`src/rtl/stall_ctrl_pkg.sv`:
```
// stall_ctrl_pkg: shared CPU constants (instruction field positions, opcodes,
// ALU ops) and the stall controller state encoding.
package stall_ctrl_pkg;

    localparam int OP_HI  = 31;
    localparam int OP_LO  = 27;
    localparam int RD_HI  = 26;
    localparam int RD_LO  = 22;
    localparam int RS_HI  = 21;
    localparam int RS_LO  = 17;
    localparam int RT_HI  = 16;
    localparam int RT_LO  = 12;
    localparam int ALU_HI = 6;
    localparam int ALU_LO = 2;

    localparam logic [4:0] OP_RTYPE = 5'b00000;
    localparam logic [4:0] OP_BNE   = 5'b00010;
    localparam logic [4:0] OP_JR    = 5'b00100;
    localparam logic [4:0] OP_BLT   = 5'b00110;
    localparam logic [4:0] OP_SW    = 5'b00111;
    localparam logic [4:0] OP_LW    = 5'b01000;

    localparam logic [4:0] ALU_MUL = 5'b00110;
    localparam logic [4:0] ALU_DIV = 5'b00111;

    typedef enum logic {RUN = 1'b0, MD_WAIT = 1'b1} state_t;

    function automatic logic is_md(input logic [4:0] op, input logic [4:0] alu);
        return op == OP_RTYPE && (alu == ALU_MUL || alu == ALU_DIV);
    endfunction

endpackage

```
`src/rtl/stall_ctrl_hazard_detect.sv`:
```
// hazard_detect: combinational load-use compare between the D/X load and the F/D consumer.
//   fd_ir    - instruction in F/D (consumer)
//   dx_ir    - instruction in D/X (possible lw producer)
//   load_use - F/D reads the register the D/X lw is about to write
module hazard_detect
    import stall_ctrl_pkg::*;
(
    input  logic [31:0] fd_ir,
    input  logic [31:0] dx_ir,
    output logic        load_use
);
    logic [4:0] fd_op, fd_rd, fd_rs, fd_rt, dx_op, dx_rd;
    logic       rd_src, unused_bits;

    assign fd_op = fd_ir[OP_HI:OP_LO];
    assign fd_rd = fd_ir[RD_HI:RD_LO];
    assign fd_rs = fd_ir[RS_HI:RS_LO];
    assign fd_rt = fd_ir[RT_HI:RT_LO];
    assign dx_op = dx_ir[OP_HI:OP_LO];
    assign dx_rd = dx_ir[RD_HI:RD_LO];

    // sw, bne, blt and jr read their rd field as a source operand
    assign rd_src = fd_op inside {OP_SW, OP_BNE, OP_BLT, OP_JR};

    // r0 is hardwired zero, so a load into it never creates a hazard
    assign load_use = dx_op == OP_LW && dx_rd != 5'd0 &&
                      (fd_rs == dx_rd || (fd_op == OP_RTYPE && fd_rt == dx_rd) ||
                       (rd_src && fd_rd == dx_rd));

    assign unused_bits = ^{fd_ir[11:0], dx_ir[21:0]};
endmodule

```
`src/rtl/stall_ctrl.sv`:
```
// stall_ctrl: pipeline stall/flush controller for mult/div waits, taken branches and load-use.
//   clock, reset          - rising-edge clock, asynchronous active-high reset
//   fd_ir, dx_ir          - instructions in the F/D and D/X latches
//   branch_taken          - X stage resolved a taken branch/jump
//   md_ready              - multdiv result valid pulse
//   pc_we, fd_we, dx_we   - write enables for PC, F/D, D/X
//   fd_flush, dx_bubble, xm_bubble - load NOP into F/D, D/X, X/M on the next edge
//   md_start              - one-cycle multdiv start pulse
//   md_error              - sticky multdiv timeout flag
module stall_ctrl
    import stall_ctrl_pkg::*;
#(
    parameter int MD_TIMEOUT = 63
) (
    input  logic        clock,
    input  logic        reset,
    input  logic [31:0] fd_ir,
    input  logic [31:0] dx_ir,
    input  logic        branch_taken,
    input  logic        md_ready,
    output logic        pc_we,
    output logic        fd_we,
    output logic        dx_we,
    output logic        fd_flush,
    output logic        dx_bubble,
    output logic        xm_bubble,
    output logic        md_start,
    output logic        md_error
);
    localparam int CW = $clog2(MD_TIMEOUT + 1);

    state_t        state, state_nx;
    logic [CW-1:0] cnt;
    logic          done, load_use, md_hit, timeout, release_md;

    hazard_detect u_hazard_detect (
        .fd_ir    (fd_ir),
        .dx_ir    (dx_ir),
        .load_use (load_use)
    );

    // done masks the mult/div still sitting in D/X on the cycle right after release
    assign md_hit     = is_md(dx_ir[OP_HI:OP_LO], dx_ir[ALU_HI:ALU_LO]) && !done;
    assign timeout    = cnt == CW'(MD_TIMEOUT);
    assign release_md = state == MD_WAIT && (md_ready || timeout);

    always_comb begin
        state_nx  = state;
        pc_we     = 1'b1;
        fd_we     = 1'b1;
        dx_we     = 1'b1;
        fd_flush  = 1'b0;
        dx_bubble = 1'b0;
        xm_bubble = 1'b0;
        md_start  = 1'b0;
        if (reset) begin
            {pc_we, fd_we, dx_we}            = 3'b000;
            {fd_flush, dx_bubble, xm_bubble} = 3'b111;
        end else if (state == MD_WAIT) begin
            if (release_md) state_nx = RUN;
            else begin
                {pc_we, fd_we, dx_we} = 3'b000;
                xm_bubble             = 1'b1;
            end
        end else if (md_hit) begin
            md_start              = 1'b1;
            {pc_we, fd_we, dx_we} = 3'b000;
            xm_bubble             = 1'b1;
            state_nx              = MD_WAIT;
        end else if (branch_taken) begin
            fd_flush  = 1'b1;
            dx_bubble = 1'b1;
        end else if (load_use) begin
            {pc_we, fd_we} = 2'b00;
            dx_bubble      = 1'b1;
        end
    end

    always_ff @(posedge clock or posedge reset) begin
        if (reset) begin
            state    <= RUN;
            cnt      <= '0;
            done     <= 1'b0;
            md_error <= 1'b0;
        end else begin
            state    <= state_nx;
            cnt      <= state == RUN ? '0 : (md_ready || timeout) ? cnt : cnt + 1'b1;
            done     <= release_md;
            md_error <= md_error | (state == MD_WAIT && timeout && !md_ready);
        end
    end
endmodule

```
`config.mk`:
```
export PLATFORM = sky130hd
export DESIGN_NAME = stall_ctrl
export DESIGN_NICKNAME = d
export VERILOG_FILES = /design/src/rtl/stall_ctrl_pkg.sv /design/src/rtl/stall_ctrl_hazard_detect.sv /design/src/rtl/stall_ctrl.sv
export SDC_FILE = /design/constraint.sdc
export NUM_CORES = 1
export LEC_CHECK = 0
export ABC_AREA = 1
export BUFFER_PORTS_ARGS = -buffer_cell sky130_fd_sc_hd__buf_2
export CAP_MARGIN = 5
export CORE_ASPECT_RATIO = 1.2
export CORE_UTILIZATION = 40
export CTS_CLUSTER_SIZE = 10
export DETAILED_ROUTE_END_ITERATION = 10
export GPL_ROUTABILITY_DRIVEN = 0
export MAX_ROUTING_LAYER = met4
export PLACE_DENSITY = 0.84
export SLEW_MARGIN = 10
export SYNTH_ARGS = -nofsm -noshare
export SYNTH_HDL_FRONTEND = slang
export SYNTH_SLANG_ARGS = --single-unit
```
`constraint.sdc`:
```
create_clock -name clock -period 2.17 [get_ports clock]
set_input_delay 0.1085 -clock clock [delete_from_list [all_inputs] [get_ports clock]]
set_output_delay 0.1085 -clock clock [all_outputs]
set_load 0.05 [all_outputs]
```
==> results of run 1 <==
[path summary, 6_finish.rpt]
| check | to | cells after the start | slack, ns |
|---|---|---|---|
| setup / recovery | pc_we | 10 | 0.17 |
| setup reg to reg | cnt[3]$_DFFE_PP0N_ | 8 | 0.65 |
| min in group asynchronous | cnt[0]$_DFFE_PP0N_ | 3 | 0.41 |
| hold reg to reg | md_error$_DFF_PP0_ | 1 | 0.47 |
| max in group asynchronous | md_error$_DFF_PP0_ | 3 | 1.50 |
| hold / removal | cnt[4]$_DFFE_PP0N_ | 4 | 0.17 |
[cell type report]
type | instances | area (um2)
sequential | 9 | 225
tap | 30 | 37.5
inverter | 30 | 113
timing repair buffer | 46 | 235
multi-input combinational | 105 | 520
clock buffer | 4 | 26.3
fill | 212 | 892
[critical path, delay by kind of cell, from the launching register on]
kind                     cells  cell delay [ns]
adder cells (fa/ha/maj)      1             0.25
buffers and inverters        2             0.31
flip-flops                   1             0.42
AND/OR/NAND/NOR              7             0.66
[where the power goes]
part	internal (mW)	switching [mW]
Combinational	0.0627	0.102
Sequential	0.175	0.00881
Clock	0.0709	0.0598
Total	0.309	0.170
[metrics by stage]
step                      hold WS [ns]  area, um2  std cells
after floorplan                -0.0554        866        145
after global placement           0.137       1120        219
after detailed placement         0.138       1120        219
after CTS                        0.171       1160        224
after global routing             0.196       1160        224
final                            0.171       1160        224
[synthesized netlist by cell type (all sizes together) (2+ instances only)]
library cell / instances / area share, %
a21oi: 3 / 1.7
dfrtp: 9 / 26
inv: 30 / 13
nand2: 52 / 24
nand3: 9 / 5.2
nand3b: 2 / 1.7
nor2: 15 / 8.5
nor3: 6 / 3.5
o21ai: 5 / 2.9
o22ai: 2 / 1.4
xnor2: 3 / 3.0
xor2: 3 / 3.0
[layout by cell type (no fill, tap or decap), drive strengths merged]
| cell | instances |
|---|---|
| nand2 | 52 |
| buf | 45 |
| inv | 30 |
| nor2 | 15 |
| nand3 | 9 |
| dfrtp | 9 |
| nor3 | 6 |
| o21ai | 5 |
| clkbuf | 4 |
| a21oi | 3 |
| xor2 | 3 |
| xnor2 | 3 |
| o22ai | 2 |
| nand3b | 2 |
| or2 | 1 |
| nand4 | 1 |
| a31o | 1 |
| o21bai | 1 |
| ha | 1 |
| dlygate4sd3 | 1 |
[cell families after synthesis]
group / after synthesis
AOI/OAI and AO/OA: 12
DFF: 9
and+or+nand+nor: 86
buffers and inverters: 31
xor gates and xnor gates: 6
adders and majority gates: 1
[routing by layer]
metal  share of wire, %  routed length (um)  vias up
li1                   -                   -      541
met4               0.46                   9        0
met5                  0                   0        -
met3                5.0                  99        2
met2                 50                 987       33
met1                 44                 871      429
[flip-flops by register name, summed over array words and instances (netlist names)]
register	cells
md_error	1
done	1
cnt	6
state	1
==> results.md, run 1 <==
- Most used flip-flop cell after synthesis: dfrtp_1
- EDFF count, synth: 0
- CP arrival: 1.90 ns
- Pleak: ~0.68 nW
- Crit end category: output port
- Worst Setup SP: cnt[0]$_DFFE_PP0N_
- Worst Max-Slew Pin Slew: roughly 0.35 ns
- Ratio of cells with drive above 1 in the final layout: between 20 and 30%
- Initial core utilization: between 40% and 50%
- Postcts setup bufs: 0
- Seq cells post-synth: 9
- Gr busiest metal: met2
- Reg2reg start: cnt[0]$_DFFE_PP0N_
- Max Slew Vio Count: 0
- GR Layer Usage met2: between 30% and 40%
- Post-Synthesis Net Count: 214
- Floorplan row count: 18
- Total Nets Final: 264
- Total Wirelength: approximately 2000 um
- Final period utilization: between 90 and 100%
- Hold Path Origin: md_ready
- Required @ worst endpoint: just over 2 ns
- Die ar.: between 2000 and 2500 um2
- Pre-CTS setup slack: approximately 0.47 ns
- Post-Syn Instances: 145
- Peak Freq: approximately 500 MHz
- Minimum clock period: 2.00 ns
- Core ar.: roughly 2000 um2
- # IOs: 76
- CP cell instances: ha_1 > nand2_2 > nor2_4 > nand2_2 > nand2_2 > nand2_2 > nor2_4 > nand2_1 > inv_1 > buf_2
- WL per Instance: slightly below 9 um
- Util after Layout: between 50% and 60%
- CP max stage cell: dfrtp_1
- Root Driver: clkbuf_4
- Clk buf depth: 2
- Simple-gate portion of the synthesized area: ~45%
- CP most frequent cell: nand2_2
- CTS sink count: 9
- Hpwl dp: between 1500 and 2000 um
- Post-synthesis sequential area ratio: between 20% and 30%
- Yosys cell types: 22
- Ys Warns: 0
- Die width: ~44 um
- Post-cts hold buffer count: 1
- Compound-gate portion of the synthesized area: approximately 7.9%
- GR met3 Demand/Resource: between 2 and 2.5%
- Post_cts resized: 0
- DRT antenna net count: 0
- Startpoint types: register
- Worst slew margin: roughly 76%
- Slowest stage delay, CP: 0.42 ns
- Final hold violations: 0
- Mux contribution to synthesized area: 0%
- Mean area per synthesized cell: around 6 um2
- Setup Crit Path Kind: register to output port
- First-pass GRT wire length: about 3200 um
- Vias post-DR: 1005
- Die height: roughly 53 um
- Number of CTS-inserted buffers: 3
- Mapped Area: about 870 um2
- Final Skew: 0.00599 ns
- Initial antenna violation count: 0
- GR Util met1: roughly a fifth
- Vias in the first global route: ~890
- Final WS setup: between 0.15 and 0.2 ns
- Port Buffers: between 40 and 50
- Setup-failing EPs final: 0
- Xor/xnor share of the synthesized area: ~6.1%
- Synth Area in Adders: under 10%
- Worst Hold Class: input port to register
- Overall power: ~0.48 mW
- Max-Cap Viols: 0
- Asr flop ratio synth: 100%
- Combinational family with the most area after synthesis: simple AND/OR/NAND/NOR gates
- Worst-path clk slew: approximately 0.060 ns
- DRT Pass-1 Iters: 4
- Vias per inst: between 4 and 5
- Worst-path fanout max: 6
- RSZ-0062 raised after global routing: no
- Setup TNS: 0 ns
- Total global-route track usage: around a fifth
- Synth-to-layout area growth: 33.7%
- PwrDens: 414 nW/um2
- Peak supply drop: slightly above 0.4 mV
- Outcome: finished, final reports clean
- Drt initial violations: 13
- Pin count of the biggest net entering global routing: 11
- CTS tree: yes
- # diodes: 0
- Remaining DRCs: 0
- Grt total ovfl: 0
- Worst-Skew Late Latency: 0.26 ns
- H-tree depth: 1
(Power assumes the default switching activity.)
==> inputs of run 2 (changes only) <==
HOLD_SLACK_MARGIN = 0.05   (was not set)
SETUP_SLACK_MARGIN = 0.4   (was not set)
==> results.md, run 2 (synthesis gave the netlist of run 1 again) <==
- First-pass GRT wire length: around 3400 um
- Die ar.: 2360 um2
- Max-Cap Viols: 0
- Setup-failing EPs final: 0
- DRT Pass-1 Iters: 6
- Vias per inst: 4.55
- Worst Hold Class: input port to register
- Core ar.: just over 2000 um2
- Startpoint types: register
- Setup TNS: 0 ns
- PwrDens: 404 nW/um2
- Initial antenna violation count: 0
- Pleak: 0.712 nW
- Worst slew margin: approximately 76%
- Clk buf depth: 2
- Final hold violations: 0
- Port Buffers: 45
- WL per Instance: roughly 9.3 um
- Floorplan row count: 18
- Worst-path clk slew: 0.06 ns
- Root Driver: clkbuf_4
- Die width: 44.5 um
- Worst-path fanout max: 4
- # IOs: 76
- Setup Crit Path Kind: register to output port
- Ratio of cells with drive above 1 in the final layout: between 30% and 40%
- Worst Max-Slew Pin Slew: approximately 0.36 ns
- Total global-route track usage: slightly above 20%
- Required @ worst endpoint: 2.06 ns
- RSZ-0062 raised after global routing: yes
- CTS tree: yes
- Worst reg-to-reg setup slack: 0.69 ns
- DRT antenna net count: 0
- Peak Freq: ~560 MHz
- Vias in the first global route: between 900 and 1000
- Total Nets Final: between 200 and 300
- Most common cell after layout, fill and taps aside: nand2_1
- Commonest cells after routing, fill and taps aside: nand2_1, buf_2, inv_1, nor2_1
- Drt initial violations: 25
- Hpwl dp: ~1600 um
- Max Slew Vio Count: 0
- Initial core utilization: between 40% and 50%
- Top reg by flops: cnt
- # diodes: 0
- Number of CTS-inserted buffers: 3
- Outcome: finished, final reports clean
- Minimum clock period: 1.77 ns
- CP arrival: about 1.7 ns
- Die height: approximately 53 um
- Final period utilization: 81.7%
- Util after Layout: roughly three fifths
- Peak supply drop: ~0.40 mV
- Number of flip-flops in the largest register: 6
- Vias post-DR: 1051
- CTS sink count: 9
- Total Wirelength: around 2200 um
- Worst-Skew Late Latency: 0.27 ns
- H-tree depth: 1
- Final Skew: around 0.00048 ns
- Remaining DRCs: 0
- Pin count of the biggest net entering global routing: 11
- Synth-to-layout area growth: 44.4%
- Grt total ovfl: 0
- Crit end category: output port
[run 2: area by class of cell]
| type | instances | area [um2] |
|---|---|---|
| repair buffers | 53 | 314 |
| flip-flops and latches | 9 | 225 |
| fillers | 191 | 800 |
| clock buffers | 4 | 26.3 |
| multi-input cells | 105 | 531 |
| inverters | 30 | 116 |
| well taps | 30 | 37.5 |
[run 2: through the flow]
stage	setup WS [ns]	area (um2)	instances	hold slack [ns]	total power [mW]
after floorplan	0.243	882	145	-0.0554	0.292
after detailed placement	0.450	1130	219	0.140	0.351
final	0.398	1250	231	0.167	0.505
after global routing	0.315	1250	231	0.209	0.534
after global placement	0.456	1130	219	0.138	0.349
after CTS	0.408	1240	230	0.156	0.504
[run 2: timing repair]
action | CTS | global route
setup endpoints to repair | 4 | 4
pin swaps | 2 | 4
setup buffers | 6 | 1
hold buffers | 1 | 0
hold endpoints to repair | 9 | 0
resized for setup | 7 | 3
[run 2: per-layer routing]
metal / part of all wire [%] / wire length (um) / global-route usage, %
met5: 0 / 0 / -
met4: 2.8 / 61 / 10.6
met3: 5.9 / 126 / 3.41
met2: 51 / 1100 / 36.5
met1: 40 / 861 / 20.3
[run 2: final timing paths]
path,start,end,depth (start not counted)
hold / removal,md_ready,cnt[4]$_DFFE_PP0N_,4
max in group asynchronous,reset,cnt[5]$_DFFE_PP0N_,3
hold reg to reg,md_error$_DFF_PP0_,md_error$_DFF_PP0_,1
min in group asynchronous,reset,state$_DFFE_PP0N_,3
setup reg to reg,cnt[0]$_DFFE_PP0N_,cnt[3]$_DFFE_PP0N_,9
setup / recovery,cnt[1]$_DFFE_PP0N_,pc_we,10
[run 2: power by group]
| part | total (mW) | internal (mW) | switching (mW) | leakage [nW] |
|---|---|---|---|---|
| Clock | 0.137 | 0.0713 | 0.0652 | 0.0150 |
| Sequential | 0.182 | 0.175 | 0.00748 | 0.122 |
| Combinational | 0.186 | 0.0775 | 0.109 | 0.575 |
| Total | 0.505 | 0.324 | 0.181 | 0.712 |
[run 2: worst max-delay path, cell delays in order (launching register included)]
cell,delay (ns)
dfrtp_1,0.37
ha_2,0.19
nand2_2,0.08
nor2_4,0.10
nand2_2,0.07
nand2_2,0.07
nand2_2,0.06
nor2_4,0.14
nand2_2,0.08
clkinvlp_4,0.09
buf_8,0.14
==> inputs of run 3 (changes only) <==
CORE_UTILIZATION = 34   (was 40)
PLACE_DENSITY = 0.76   (was 0.84)
clock period = 1.4 ns   (was 2.17 ns; I/O delays follow)
==> results.md, run 3 (synthesis gave the netlist of run 1 again) <==
- Synth-to-layout area growth: 68.2%
- Placed cell count: around 230
- PwrDens: roughly 580 nW/um2
- CTS tree: yes
- Drt initial violations: 22
- Top reg by flops: cnt
- Final WS setup: -0.312 ns
- Failing checks: setup timing
- Total Nets Final: between 200 and 300
- Worst-path clk slew: approximately 0.060 ns
- Floorplan row count: 19
- Port Buffers: 45
- Final hold violations: 0
- Initial antenna violation count: 0
- R2R depth: 10
- Die ar.: 2750 um2
- Worst slew margin: 83.0%
- Final period utilization: 122%
- Worst Hold Class: input port to register
- Pin count of the biggest net entering global routing: 10
- Hold depth: 4
- WL per Instance: slightly above 10 um
- Total Wirelength: 2560 um
- Initial core utilization: a little under two fifths
- Hpwl dp: approximately 1700 um
- Max-Cap Viols: 0
- Commonest cells after routing, fill and taps aside: nand2_1, buf_2, inv_1, buf_4, nor2_1
- Required @ worst endpoint: around 1.3 ns
- Worst-Skew Late Latency: around 0.26 ns
- Number of CTS-inserted buffers: 3
- First-pass GRT wire length: 3750 um
- Worst-path fanout max: 3
- Vias post-DR: 1114
- Core ar.: around 2400 um2
- Util after Layout: between 60% and 70%
- Vias in the first global route: between 1000 and 1500
- Pleak: 0.808 nW
- Setup Crit Path Kind: register to output port
- Number of flip-flops in the largest register: 6
- Peak Freq: around 600 MHz
- Vias per inst: 4.51
- Grt total ovfl: 0
- CP arrival: ~1.6 ns
- # IOs: 76
- Max Slew Vio Count: 0
- Peak supply drop: between 0.3 and 0.4 mV
- Most common cell after layout, fill and taps aside: nand2_1
- Crit end category: output port
- DRT antenna net count: 0
- DRT Pass-1 Iters: 4
- Die height: 57.3 um
- RSZ-0062 raised after global routing: yes
- H-tree depth: 1
- Die width: around 48 um
- Setup-failing EPs final: 13
- # diodes: 0
- Ratio of cells with drive above 1 in the final layout: around 44%
- Worst Max-Slew Pin Slew: approximately 0.25 ns
- Final Skew: between 0.002 and 0.003 ns
- Non-filler cells, final: around 250
- CTS sink count: 9
- Startpoint types: register
- Total global-route track usage: between 10% and 20%
- Clk buf depth: 2
- Pre-CTS setup slack: -0.107 ns
- Outcome: finished, violations left
- Minimum clock period: 1.71 ns
- Root Driver: clkbuf_4
- Remaining DRCs: 0
-- run 3: cell types whose count changed in the layout (fill, tap and decap cells not counted), sizes merged --
cell  delta
buf     +15
-- run 3: report_power, final --
part	switching [mW]	internal, mW
sequential	0.00612	0.271
clock	0.0966	0.110
combinational	0.200	0.165
-- run 3: timing repair --
item / in CTS / in global routing
buffers inserted: 5 / 6
hold endpoints to repair: 10 / 0
pin swaps: 7 / 5
endpoints found under the setup margin: 16 / 16
hold buffers: 1 / 0
resized for setup: 21 / 11
-- run 3: final timing paths --
check / endpoint / from / slack [ns]
setup / recovery: pc_we / cnt[0]$_DFFE_PP0N_ / -0.31
hold / removal: cnt[1]$_DFFE_PP0N_ / md_ready / 0.13
setup reg to reg: cnt[3]$_DFFE_PP0N_ / cnt[0]$_DFFE_PP0N_ / -0.24
hold reg to reg: md_error$_DFF_PP0_ / md_error$_DFF_PP0_ / 0.47
max in group asynchronous: cnt[1]$_DFFE_PP0N_ / reset / 0.77
min in group asynchronous: state$_DFFE_PP0N_ / reset / 0.50
-- run 3: area by class of cell --
type	count	area, um2
Clock buffer	4	26.3
Tap cell	31	38.8
Inverter	30	116
Timing Repair Buffer	68	467
Sequential cell	9	225
Multi-Input combinational cell	105	583
Fill cell	192	897
-- run 3: critical path, stage by stage, from the launching register on --
cell        delay (ns)
dfrtp_1           0.35
ha_2              0.19
nand2_2           0.08
nor2_4            0.10
nand2_2           0.07
nand2_2           0.09
nand2_2           0.07
nor2_4            0.11
nand2_2           0.08
clkinvlp_4        0.10
buf_8             0.14
-- run 3: layer usage --
metal  global-route usage [%]  vias up  share of wire (%)
met3                     1.90        6                2.9
li1                         -      587                  -
met4                     10.7        0                2.6
met1                     19.3      490                 39
met5                        -        -                  0
met2                     33.8       31                 56
-- run 3: per-stage QoR --
stage	setup TNS [ns]	total power [mW]	hold WS [ns]	area, um2
finish	-2.04	0.848	0.135	1460
global route	-3.15	0.903	0.143	1460
CTS	-1.44	0.819	0.119	1370
detailed placement	-0.293	0.573	0.181	1230
global placement	-0.225	0.570	0.180	1230
floorplan	-1.22	0.460	-0.0708	902
